## src/rtl/counter_pkg.sv

```systemverilog
// Shared constants and helpers for the up/down modulo counter family.
package counter_pkg;

    localparam logic DIR_UP    = 1'b1;
    localparam logic DIR_DOWN  = 1'b0;

    localparam int MODE_WRAP = 0;
    localparam int MODE_SAT  = 1;

    // Bits needed to hold 0..n-1 (at least one bit).
    function automatic int cnt_width(input int n);
        int w;
        w = 1;
        while ((1 << w) < n) w++;
        return w;
    endfunction

endpackage

```

## src/rtl/tick_prescaler.sv

```systemverilog
// Divides enabled cycles by PRESCALE and emits one step per completed period.
module tick_prescaler
    import counter_pkg::*;
#(
    parameter int PRESCALE = 1
) (
    input  logic CLK,
    input  logic RST,
    input  logic Enable,
    input  logic restart,
    output logic step
);

    generate
        if (PRESCALE == 1) begin : g_direct
            wire unused_in = &{1'b0, CLK, RST, restart};
            assign step = Enable;
        end else begin : g_div
            localparam int PW = cnt_width(PRESCALE);
            localparam logic [PW-1:0] LAST = PW'(PRESCALE - 1);
            localparam logic [PW-1:0] ONE  = PW'(1);

            logic [PW-1:0] pre_cnt;

            // Enable low freezes the phase; restart realigns the period.
            always_ff @(posedge CLK) begin
                if (RST || restart) begin
                    pre_cnt <= '0;
                end else if (Enable) begin
                    pre_cnt <= (pre_cnt == LAST) ? '0 : pre_cnt + ONE;
                end
            end

            assign step = Enable && (pre_cnt == LAST);
        end
    endgenerate

endmodule

```

## src/rtl/updown_mod_counter.sv

```systemverilog
// Up/down modulo counter with prescaler, load, clear and terminal-count pulse.
// Optional sticky Overflow flag when COUNTER_STICKY_OVF_EN is defined.
module updown_mod_counter
    import counter_pkg::*;
#(
    parameter int VALUE_WIDTH = 8,
    parameter int MODULUS     = 256,
    parameter int PRESCALE    = 1,
    parameter int SATURATE    = 0
) (
    input  logic                   CLK,
    input  logic                   RST,
    input  logic                   Enable,
    input  logic                   Up,
    input  logic                   Clear,
    input  logic                   Load,
    input  logic [VALUE_WIDTH-1:0] LoadValue,
    output logic [VALUE_WIDTH-1:0] value,
    output logic                   TC,
    output logic                   AtMax,
`ifdef COUNTER_STICKY_OVF_EN
    output logic                   AtZero,
    output logic                   Overflow
`else
    output logic                   AtZero
`endif
);

    localparam logic [VALUE_WIDTH-1:0] MAX_V = VALUE_WIDTH'(MODULUS - 1);
    localparam logic [VALUE_WIDTH-1:0] ONE_V = VALUE_WIDTH'(1);
    localparam bit                     SAT   = (SATURATE != MODE_WRAP);

    logic                   step;
    logic [VALUE_WIDTH-1:0] value_nxt;
    logic [VALUE_WIDTH-1:0] load_clamped;
    logic                   tc_nxt;

    tick_prescaler #(
        .PRESCALE (PRESCALE)
    ) u_pre (
        .CLK     (CLK),
        .RST     (RST),
        .Enable  (Enable),
        .restart (Clear | Load),
        .step    (step)
    );

    assign AtMax        = (value == MAX_V);
    assign AtZero       = (value == '0);
    assign load_clamped = (LoadValue > MAX_V) ? MAX_V : LoadValue;

    // Bound crossings target explicit 0 / MAX_V, never binary rollover.
    always_comb begin
        value_nxt = value;
        tc_nxt    = 1'b0;
        if (Clear) begin
            value_nxt = '0;
        end else if (Load) begin
            value_nxt = load_clamped;
        end else if (step) begin
            if (Up == DIR_UP) begin
                if (AtMax) begin
                    tc_nxt    = 1'b1;
                    value_nxt = SAT ? MAX_V : '0;
                end else begin
                    value_nxt = value + ONE_V;
                end
            end else begin
                if (AtZero) begin
                    tc_nxt    = 1'b1;
                    value_nxt = SAT ? '0 : MAX_V;
                end else begin
                    value_nxt = value - ONE_V;
                end
            end
        end
    end

    always_ff @(posedge CLK) begin
        if (RST) begin
            value <= '0;
            TC    <= 1'b0;
        end else begin
            value <= value_nxt;
            TC    <= tc_nxt;
        end
    end

`ifdef COUNTER_STICKY_OVF_EN
    always_ff @(posedge CLK) begin
        if (RST || Clear) begin
            Overflow <= 1'b0;
        end else if (tc_nxt) begin
            Overflow <= 1'b1;
        end
    end
`endif

endmodule
```

## config.mk

```make
export PLATFORM = sky130hd
export DESIGN_NAME = updown_mod_counter
export DESIGN_NICKNAME = d
export VERILOG_FILES = /design/src/rtl/counter_pkg.sv /design/src/rtl/tick_prescaler.sv /design/src/rtl/updown_mod_counter.sv
export SDC_FILE = /design/constraint.sdc
export NUM_CORES = 1
export LEC_CHECK = 0
export ABC_CLOCK_PERIOD_IN_PS = 3800
export CAP_MARGIN = 20
export CORE_MARGIN = 2
export CORE_UTILIZATION = 40
export DETAILED_ROUTE_END_ITERATION = 6
export PLACE_DENSITY = 0.69
export SLEW_MARGIN = 15
export SYNTH_ARGS = -nofsm -noshare
export SYNTH_HDL_FRONTEND = slang
export SYNTH_SLANG_ARGS = --single-unit
```

## constraint.sdc

```tcl
create_clock -name CLK -period 3.8 [get_ports CLK]
set_input_delay 0.38 -clock CLK [delete_from_list [all_inputs] [get_ports CLK]]
set_output_delay 0.38 -clock CLK [all_outputs]
set_load 0.05 [all_outputs]
```

# After elaboration in Yosys (flattened, before gate mapping)
# Cells that the tools add are included.
# word_totals
regBits	9
latchBits	0
mem_bits_rw	0
rom_bits	0
out_inout_bits	11
elab_cells	20
n_memories	0
# classes
n_addsub	2
mul	0
div_mod_pow	0
n_lt_le_gt_ge	1
eq_ne	1
n_shift	0
muxes	9
bitwise_logic	1
n_reduce_logical	4
# ops
op	n
8-bit two-way mux	6
8-bit by 1-bit adder with 8-bit output, second input constant	1
8-bit equality test, second input constant	1
8-bit > comparator, second input constant	1
8-bit zero test	1
8-bit by 1-bit subtractor with 8-bit output, second input constant	1
4-bit OR reduction	1
1-bit two-way mux	3
2-bit nonzero test	1
2-bit OR reduction	1
1-bit inverter	1

# Longest topological paths before layout
# Gate-level depths: netlist of the first run.
# depth
depth_word	5
depth_mapped	6
mapped_depth_nobuf	6

# Hierarchy
# From an unflattened synthesis of the first run, not the netlist that was laid out.
# unflattened
cells_unflattened	113
area_unflattened_um2	842.1
# modules_own_cells
module	instances	cells_per_inst	area_each_um2	seq_area_each_um2
updown_mod_counter	1	112	834.6	180.2
tick_prescaler	1	1	7.5	0.0

# Worst setup path before layout of the first run
# No wires, ideal clock.
# synth_path
path_type	register to register
from	register value[1]
to	register value[0]
t_arrival_ns	2.384
required_ns	3.680
setup_slack_ns	1.296
stages_incl_launch_ff	6
period_less_slack_ns	2.504
cell_sequence	dfxtp_1 ha_1 nand3_1 nor2_1 a211oi_1 a211o_2
# synth_via
elab_chain_len	5
word_cells_on_any_way	7
# synth_rtl
item	line	rtl
from (decl)	updown_mod_counter.sv:18	output logic [VALUE_WIDTH-1:0] value,
from (signal assigned)	updown_mod_counter.sv:84	value <= value_nxt;
8-bit equality test	updown_mod_counter.sv:48	assign AtMax = (value == MAX_V);
net AtMax	updown_mod_counter.sv:20	output logic AtMax,
8-bit two-way mux	updown_mod_counter.sv:62	if (AtMax) begin
8-bit two-way mux	updown_mod_counter.sv:61	if (Up == DIR_UP) begin
8-bit two-way mux	updown_mod_counter.sv:60	end else if (step) begin
8-bit two-way mux	updown_mod_counter.sv:58	end else if (Load) begin
# The timed path passes the listed nets, and every way through them passes these cells. The select of a mux whose other input is x is not followed.
# A chain may end at the register's enable or synchronous reset.

# Worst setup path in the final report of the first run
# layout_path
from	register value[3]
to	output port AtMax
# layout_via
elab_chain_len	1
# layout_rtl
item	line
8-bit equality test	updown_mod_counter.sv:48
to (decl)	updown_mod_counter.sv:20
# No other way between the ends.

==> results of run 1 <==
-- how the worst max path moves through the flow --
stage | from | endpoint | slack, ns | cells past startpoint
floorplan | value[1] | value[0] | 1.30 | 5
global placement | value[2] | AtZero | 1.30 | 3
detailed placement | value[2] | AtZero | 1.28 | 3
CTS | value[2] | AtZero | 0.97 | 3
global route | value[3] | AtMax | 0.83 | 3
finish | value[3] | AtMax | 0.95 | 3
-- layer usage --
metal	GRT usage [%]	vias to the layer above	wire length, µm
met5	0	-	0
met4	11.3	0	59
met3	2.34	6	77
met2	31.4	25	1140
met1	27.1	439	1170
li1	-	475	-
-- cells in the final DEF (no fill, tap or decap), types with 3 or more instances in the layout --
cell type,synthesis,layout
nand4_1,3,3
dfxtp_1,9,9
nor3_1,6,6
ha_1,3,3
inv_1,8,8
a21oi_1,6,6
clkdlybuf4s50_1,0,24
o21ai_0,11,11
clkbuf_4,0,3
nor2_1,11,11
a31oi_1,6,6
nand2_1,8,8
-- through the flow --
| stage | cell area, µm² | hold slack (ns) | worst slack, ns | util (%) |
|---|---|---|---|---|
| floorplan | 886 | 0.522 | 1.30 | - |
| global placement | 1120 | 0.596 | 1.30 | 52.0 |
| detailed placement | 1120 | 0.595 | 1.28 | 52.0 |
| CTS | 1140 | 0.602 | 0.973 | 53.2 |
| global route | 1140 | 0.649 | 0.834 | 53.2 |
| finish | 1140 | 0.604 | 0.949 | 53.2 |
-- synthesized netlist by cell type (2+ instances only) --
| cell type | instances | area [µm²] |
|---|---|---|
| inv_1 | 8 | 30.0 |
| buf_2 | 3 | 15.0 |
| xnor2_1 | 2 | 17.5 |
| o21ai_0 | 11 | 55.1 |
| o21ai_1 | 2 | 10.0 |
| nor2_1 | 11 | 41.3 |
| or3_1 | 2 | 12.5 |
| xor2_1 | 2 | 17.5 |
| clkbuf_1 | 2 | 7.51 |
| nand2_1 | 8 | 30.0 |
| a31oi_1 | 6 | 37.5 |
| nand2b_1 | 2 | 12.5 |
| a2111o_1 | 2 | 22.5 |
| nor4_4 | 2 | 42.5 |
| and3_1 | 2 | 12.5 |
| dfxtp_1 | 9 | 180 |
| nand4_1 | 3 | 18.8 |
| a21oi_1 | 6 | 30.0 |
| nand3_1 | 2 | 10.0 |
| ha_1 | 3 | 37.5 |
| nor3_1 | 6 | 30.0 |
-- report_power, final --
part           internal [W]  switching, W  leakage (nW)  total (W)
registers         0.0000989     0.0000120        0.0736   0.000111
clock network     0.0000408     0.0000426        0.0150  0.0000834
logic             0.0000518     0.0000704         0.308   0.000122
-- state kept, by name, summed over array words and instances (netlist names) --
| signal | cells |
|---|---|
| value | 8 |
| TC | 1 |
-- kinds of logic after synthesis --
kind of cell               after synthesis
DFF                                      9
muxes                                    1
and+or+nand+nor                         45
AOI/OAI and AO/OA                       39
adders and majority gates                3
xor gates and xnor gates                 4
buffers and inverters                   16
-- area by class of cell --
class	count	area, µm²	area share (%)
Tap cell	28	35.0	3.07
Inverter	8	30.0	2.63
Multi-Input combinational cell	92	631	55.2
Timing Repair Buffer	24	240	21.0
Clock buffer	4	26.3	2.30
Sequential cell	9	180	15.8
-- critical path, cell delays in order (launching register included) --
cell and delay (ns):
dfxtp_1 0.63, nand4_1 0.32, nor2_1 0.36, clkdlybuf4s50_1 0.87
==> impl_metrics.csv, run 1 <==
group,metric,value,unit
timing,worst_slew_pin_slew,0.748,ns
logic_synthesis,post_synth_xor_area_fraction,3.95,%
logic_synthesis,synth_compound_area_share,31.4,%
finish,instances_no_fill,165,
drt,dr_total_vias,945,
clock_tree,htreeDepth,1,
power,finalPower,0.000317,W
placement,post-place-cells,161,
logic_synthesis,async_flop_share,0,%
clock_tree,clock-root-buffer,"clkbuf_4",
worst_setup_path,regToRegSetupSlack,1.94,ns
finish,fillCellCount,211,
timing,fin_crit,2.85,ns
global_routing,grt_max_degree,19,
floorplanning,die_height,51.1,µm
min_path,holdPathEnd,"value[7]",
worst_setup_path,crit_required,3.42,ns
finish,drive_gt1_share,10.9,%
global_routing,grt_use_total,20.2,%
logic_synthesis,synth-edff-count,0,
finish,fin_nets,155,
min_path,hp-class,"reg -> reg",
timing,finalCritPeriodShare,75.0,%
timing,fmaxAchievable,351,MHz
finish,area_delta_synth_final,29.0,%
clock_tree,cts.sinks,9,
logic_synthesis,syn_avg_cell_area,7.57,µm²
timing,rsz0062_at_grt,"no",
finish,antenna_cells,0,
logic_synthesis,synth_seq_cells,9,
logic_synthesis,syn_inst,117,
logic_synthesis,synthFlopType,"dfxtp_1",
worst_setup_path,start_kind,"register",
placement,place.gp.congestion,0.875,
power,powerDensity,277,mW/mm²
power,leakagePower,0.396,nW
run,max-cap-violations,0,
drt,vias_per_cell,5.73,
logic_synthesis,synth_top_family_by_area,"compound AO/OA/AOI/OAI gates",
floorplanning,die_x,51.1,µm
clock_tree,clock_path_buffers,2,
worst_setup_path,cp_max_fo,13,
timing,skew,0.00349,ns
worst_setup_path,cp-end-kind,"output port",
logic_synthesis,yosysSeqAreaShare,20.3,%
power,max-vdd-ir-drop,0.000140,V
logic_synthesis,syn-cell-area,886,µm²
worst_setup_path,path_class,"reg -> out",
logic_synthesis,synth_cell_types,44,
global_routing,antenna_found_initial,0,
placement,place.port_buffers,24,
clock_tree,cts_tree,"built",
logic_synthesis,synth-simple-area-share,30.5,%
worst_setup_path,r2r_end,"value[0]",
drt,drtPass1Iterations,4,
logic_synthesis,yosysWarnings,0,
timing,slew_viol_final,0,
drt,avgRoutedWirePerCell,14.8,µm
floorplanning,core_area,0.00215,mm²
drt,drc_errors,0,
logic_synthesis,yosys.area_share.adder,4.24,%
clock_tree,post_cts_buffers,0,
drt,routed_wirelength,2.45,mm
global_routing,grt_pass1_vias,840,
floorplanning,ios,25,
timing,slew-limit-headroom,50.0,%
placement,place_hpwl,1.82,mm
min_path,hold_depth,2,
worst_setup_path,arrival,2.47,ns
status,status,"finished, final reports clean",
clock_tree,clock_latency,0.28,ns
timing,setup_viol,0,
timing,final_hold_viol_count,0,
timing,fin_setup_tns,0,ns
drt,final_antenna_net_count,0,
logic_synthesis,synth_fp_nets,134,
floorplanning,dieArea,0.00261,mm²
worst_setup_path,reg2reg_from,"value[3]",
floorplanning,rows,17,
worst_setup_path,r2r_cells,4,
clock_tree,cts_resized,0,
clock_tree,cts_buffers,3,
clock_tree,clkTransAtPathRegs,0.07,ns
global_routing,grt_overflow,0,
floorplanning,start_util,41.2,%
min_path,min_from,"value[7]",
clock_tree,cts_hold_buffers,0,
global_routing,grt_pass1_wl,3.93,mm
drt,drtIter0Drc,27,
logic_synthesis,synthMuxAreaShare,1.13,%
Note: power is estimated with default switching activity, not from simulation.
==> run 2, diff against run 1 <==
ABC_CLOCK_PERIOD_IN_PS = 2550   (was 3800)
PLACE_DENSITY = 0.71   (was 0.69)
clock period = 2.55 ns   (was 3.8 ns; I/O delays follow)
==> impl_metrics.csv, run 2 (same netlist as run 1, synthesis figures left out) <==
group,metric,value,unit
timing,fin_setup_tns,0,ns
worst_setup_path,cp-end-kind,"output port",
min_path,hp-class,"in -> reg",
drt,drc_errors,0,
finish,top_regs,"value (8), TC (1)",
placement,place.gp.congestion,0.897,
timing,setup_viol,0,
clock_tree,clock_latency,0.28,ns
timing,skew,0.0107,ns
min_path,hold_depth,3,
power,max-vdd-ir-drop,0.000223,V
worst_setup_path,path_class,"reg -> out",
worst_setup_path,r2r_cells,4,
global_routing,grt_max_degree,15,
min_path,min_from,"LoadValue[1]",
status,status,"finished, final reports clean",
floorplanning,die_x,51.1,µm
run,max-cap-violations,0,
worst_setup_path,crit_required,2.30,ns
worst_setup_path,regToRegSetupSlack,0.57,ns
clock_tree,cts_hold_buffers,0,
worst_setup_path,cp_max_fo,14,
clock_tree,cts_resized,0,
power,leakagePower,0.404,nW
clock_tree,htreeDepth,1,
clock_tree,clkTransAtPathRegs,0.08,ns
drt,vias_per_cell,5.99,
timing,fin_crit,2.24,ns
global_routing,grt_pass1_wl,4.33,mm
finish,fin_nets,156,
floorplanning,die_height,51.1,µm
global_routing,grt_pass1_vias,906,
timing,finalCritPeriodShare,87.9,%
clock_tree,cts_buffers,3,
clock_tree,cts.sinks,9,
finish,area_delta_synth_final,29.2,%
placement,place.port_buffers,24,
global_routing,grt_overflow,0,
placement,place_hpwl,1.90,mm
timing,fmaxAchievable,446,MHz
power,powerDensity,411,mW/mm²
global_routing,antenna_found_initial,0,
timing,rsz0062_at_grt,"no",
finish,mostFrequentLayoutCells,"clkdlybuf4s50_1, nor2_1, o21ai_0, dfxtp_1",
finish,top_register,"value",
timing,fin_ws,0.309,ns
floorplanning,start_util,41.2,%
drt,drtPass1Iterations,5,
floorplanning,dieArea,0.00261,mm²
finish,final_common_cell,"clkdlybuf4s50_1",
drt,avgRoutedWirePerCell,15.3,µm
floorplanning,ios,25,
worst_setup_path,crit_slowest_cell,"dfxtp_1",
global_routing,grt_use_total,21.6,%
clock_tree,post_cts_buffers,0,
drt,routed_wirelength,2.54,mm
clock_tree,cts_tree,"built",
worst_setup_path,crit_buf_inv,1,
placement,dpl_worst_slack,0.563,ns
finish,largest_reg_flops,8,
worst_setup_path,slowest_delay,0.69,ns
worst_setup_path,r2r_end,"value[3]",
worst_setup_path,critPathTopFamily,"simple AND/OR/NAND/NOR gates",
finish,antenna_cells,0,
timing,slew-limit-headroom,61.4,%
worst_setup_path,reg2reg_from,"value[2]",
floorplanning,rows,17,
finish,drive_gt1_share,13.0,%
floorplanning,core_area,0.00215,mm²
drt,dr_total_vias,995,
clock_tree,clock-root-buffer,"clkbuf_4",
timing,final_hold_viol_count,0,
worst_setup_path,start_kind,"register",
worst_setup_path,path_cells,"nand4_1 > nor2_1 > buf_4",
timing,slew_viol_final,0,
min_path,holdPathEnd,"value[1]",
timing,worst_slew_pin_slew,0.579,ns
clock_tree,clock_path_buffers,2,
drt,drtIter0Drc,48,
worst_setup_path,arrival,1.99,ns
drt,final_antenna_net_count,0,
-- run 2: layer usage --
metal,GRT usage [%],routed length (µm),vias to the layer above
met5,0,0,-
met4,9.91,38,0
met3,3.22,166,5
met2,33.3,1260,48
met1,29.6,1080,464
li1,-,-,478
-- run 2: worst min-delay path, cell delays in order --
cell             delay, ns
clkdlybuf4s50_1       0.41
nand2_1               0.07
a21oi_1               0.06
-- run 2: how the worst max path moves through the flow --
stage             start        to  slack (ns)  depth (start not counted)
6_report       value[2]     AtMax        0.31                          3
2_1_floorplan  value[1]  value[0]        0.05                          5
3_3_place_gp         Up  value[3]        0.61                          5
4_1_cts        value[2]     AtMax        0.32                          3
3_5_place_dp         Up  value[3]        0.56                          5
5_1_grt        value[2]     AtMax        0.18                          3
-- run 2: power by group --
group          leakage (nW)  internal [W]  switching (W)
Clock                0.0150     0.0000606      0.0000607
Combinational         0.316     0.0000773       0.000105
Sequential           0.0736      0.000147      0.0000195
Total                 0.404      0.000285       0.000185
-- run 2: cell type report --
class,count,area [µm²]
multi-input cells,92,631
well taps,28,35.0
inverters,8,30.0
fillers,213,1000
flip-flops and latches,9,180
repair buffers,25,243
clock buffers,4,26.3
-- run 2: through the flow --
| stage | util, % | area, µm² | total power (W) | cells | hold slack, ns |
|---|---|---|---|---|---|
| 6_report | 53.3 | 1140 | 0.000470 | 166 | 0.551 |
| 5_1_grt | 53.3 | 1140 | 0.000499 | 166 | 0.569 |
| 4_1_cts | 53.3 | 1140 | 0.000468 | 166 | 0.561 |
| 3_5_place_dp | 52.1 | 1120 | 0.000351 | 162 | 0.588 |
| 3_3_place_gp | 52.1 | 1120 | 0.000348 | 162 | 0.577 |
| 2_1_floorplan | - | 886 | 0.000295 | 117 | 0.397 |
==> run 3, diff against run 2 <==
SLEW_MARGIN = 5   (was 15)
==> results of run 3 <==
No change in the layout: final DEF, timing and power equal those of run 2.
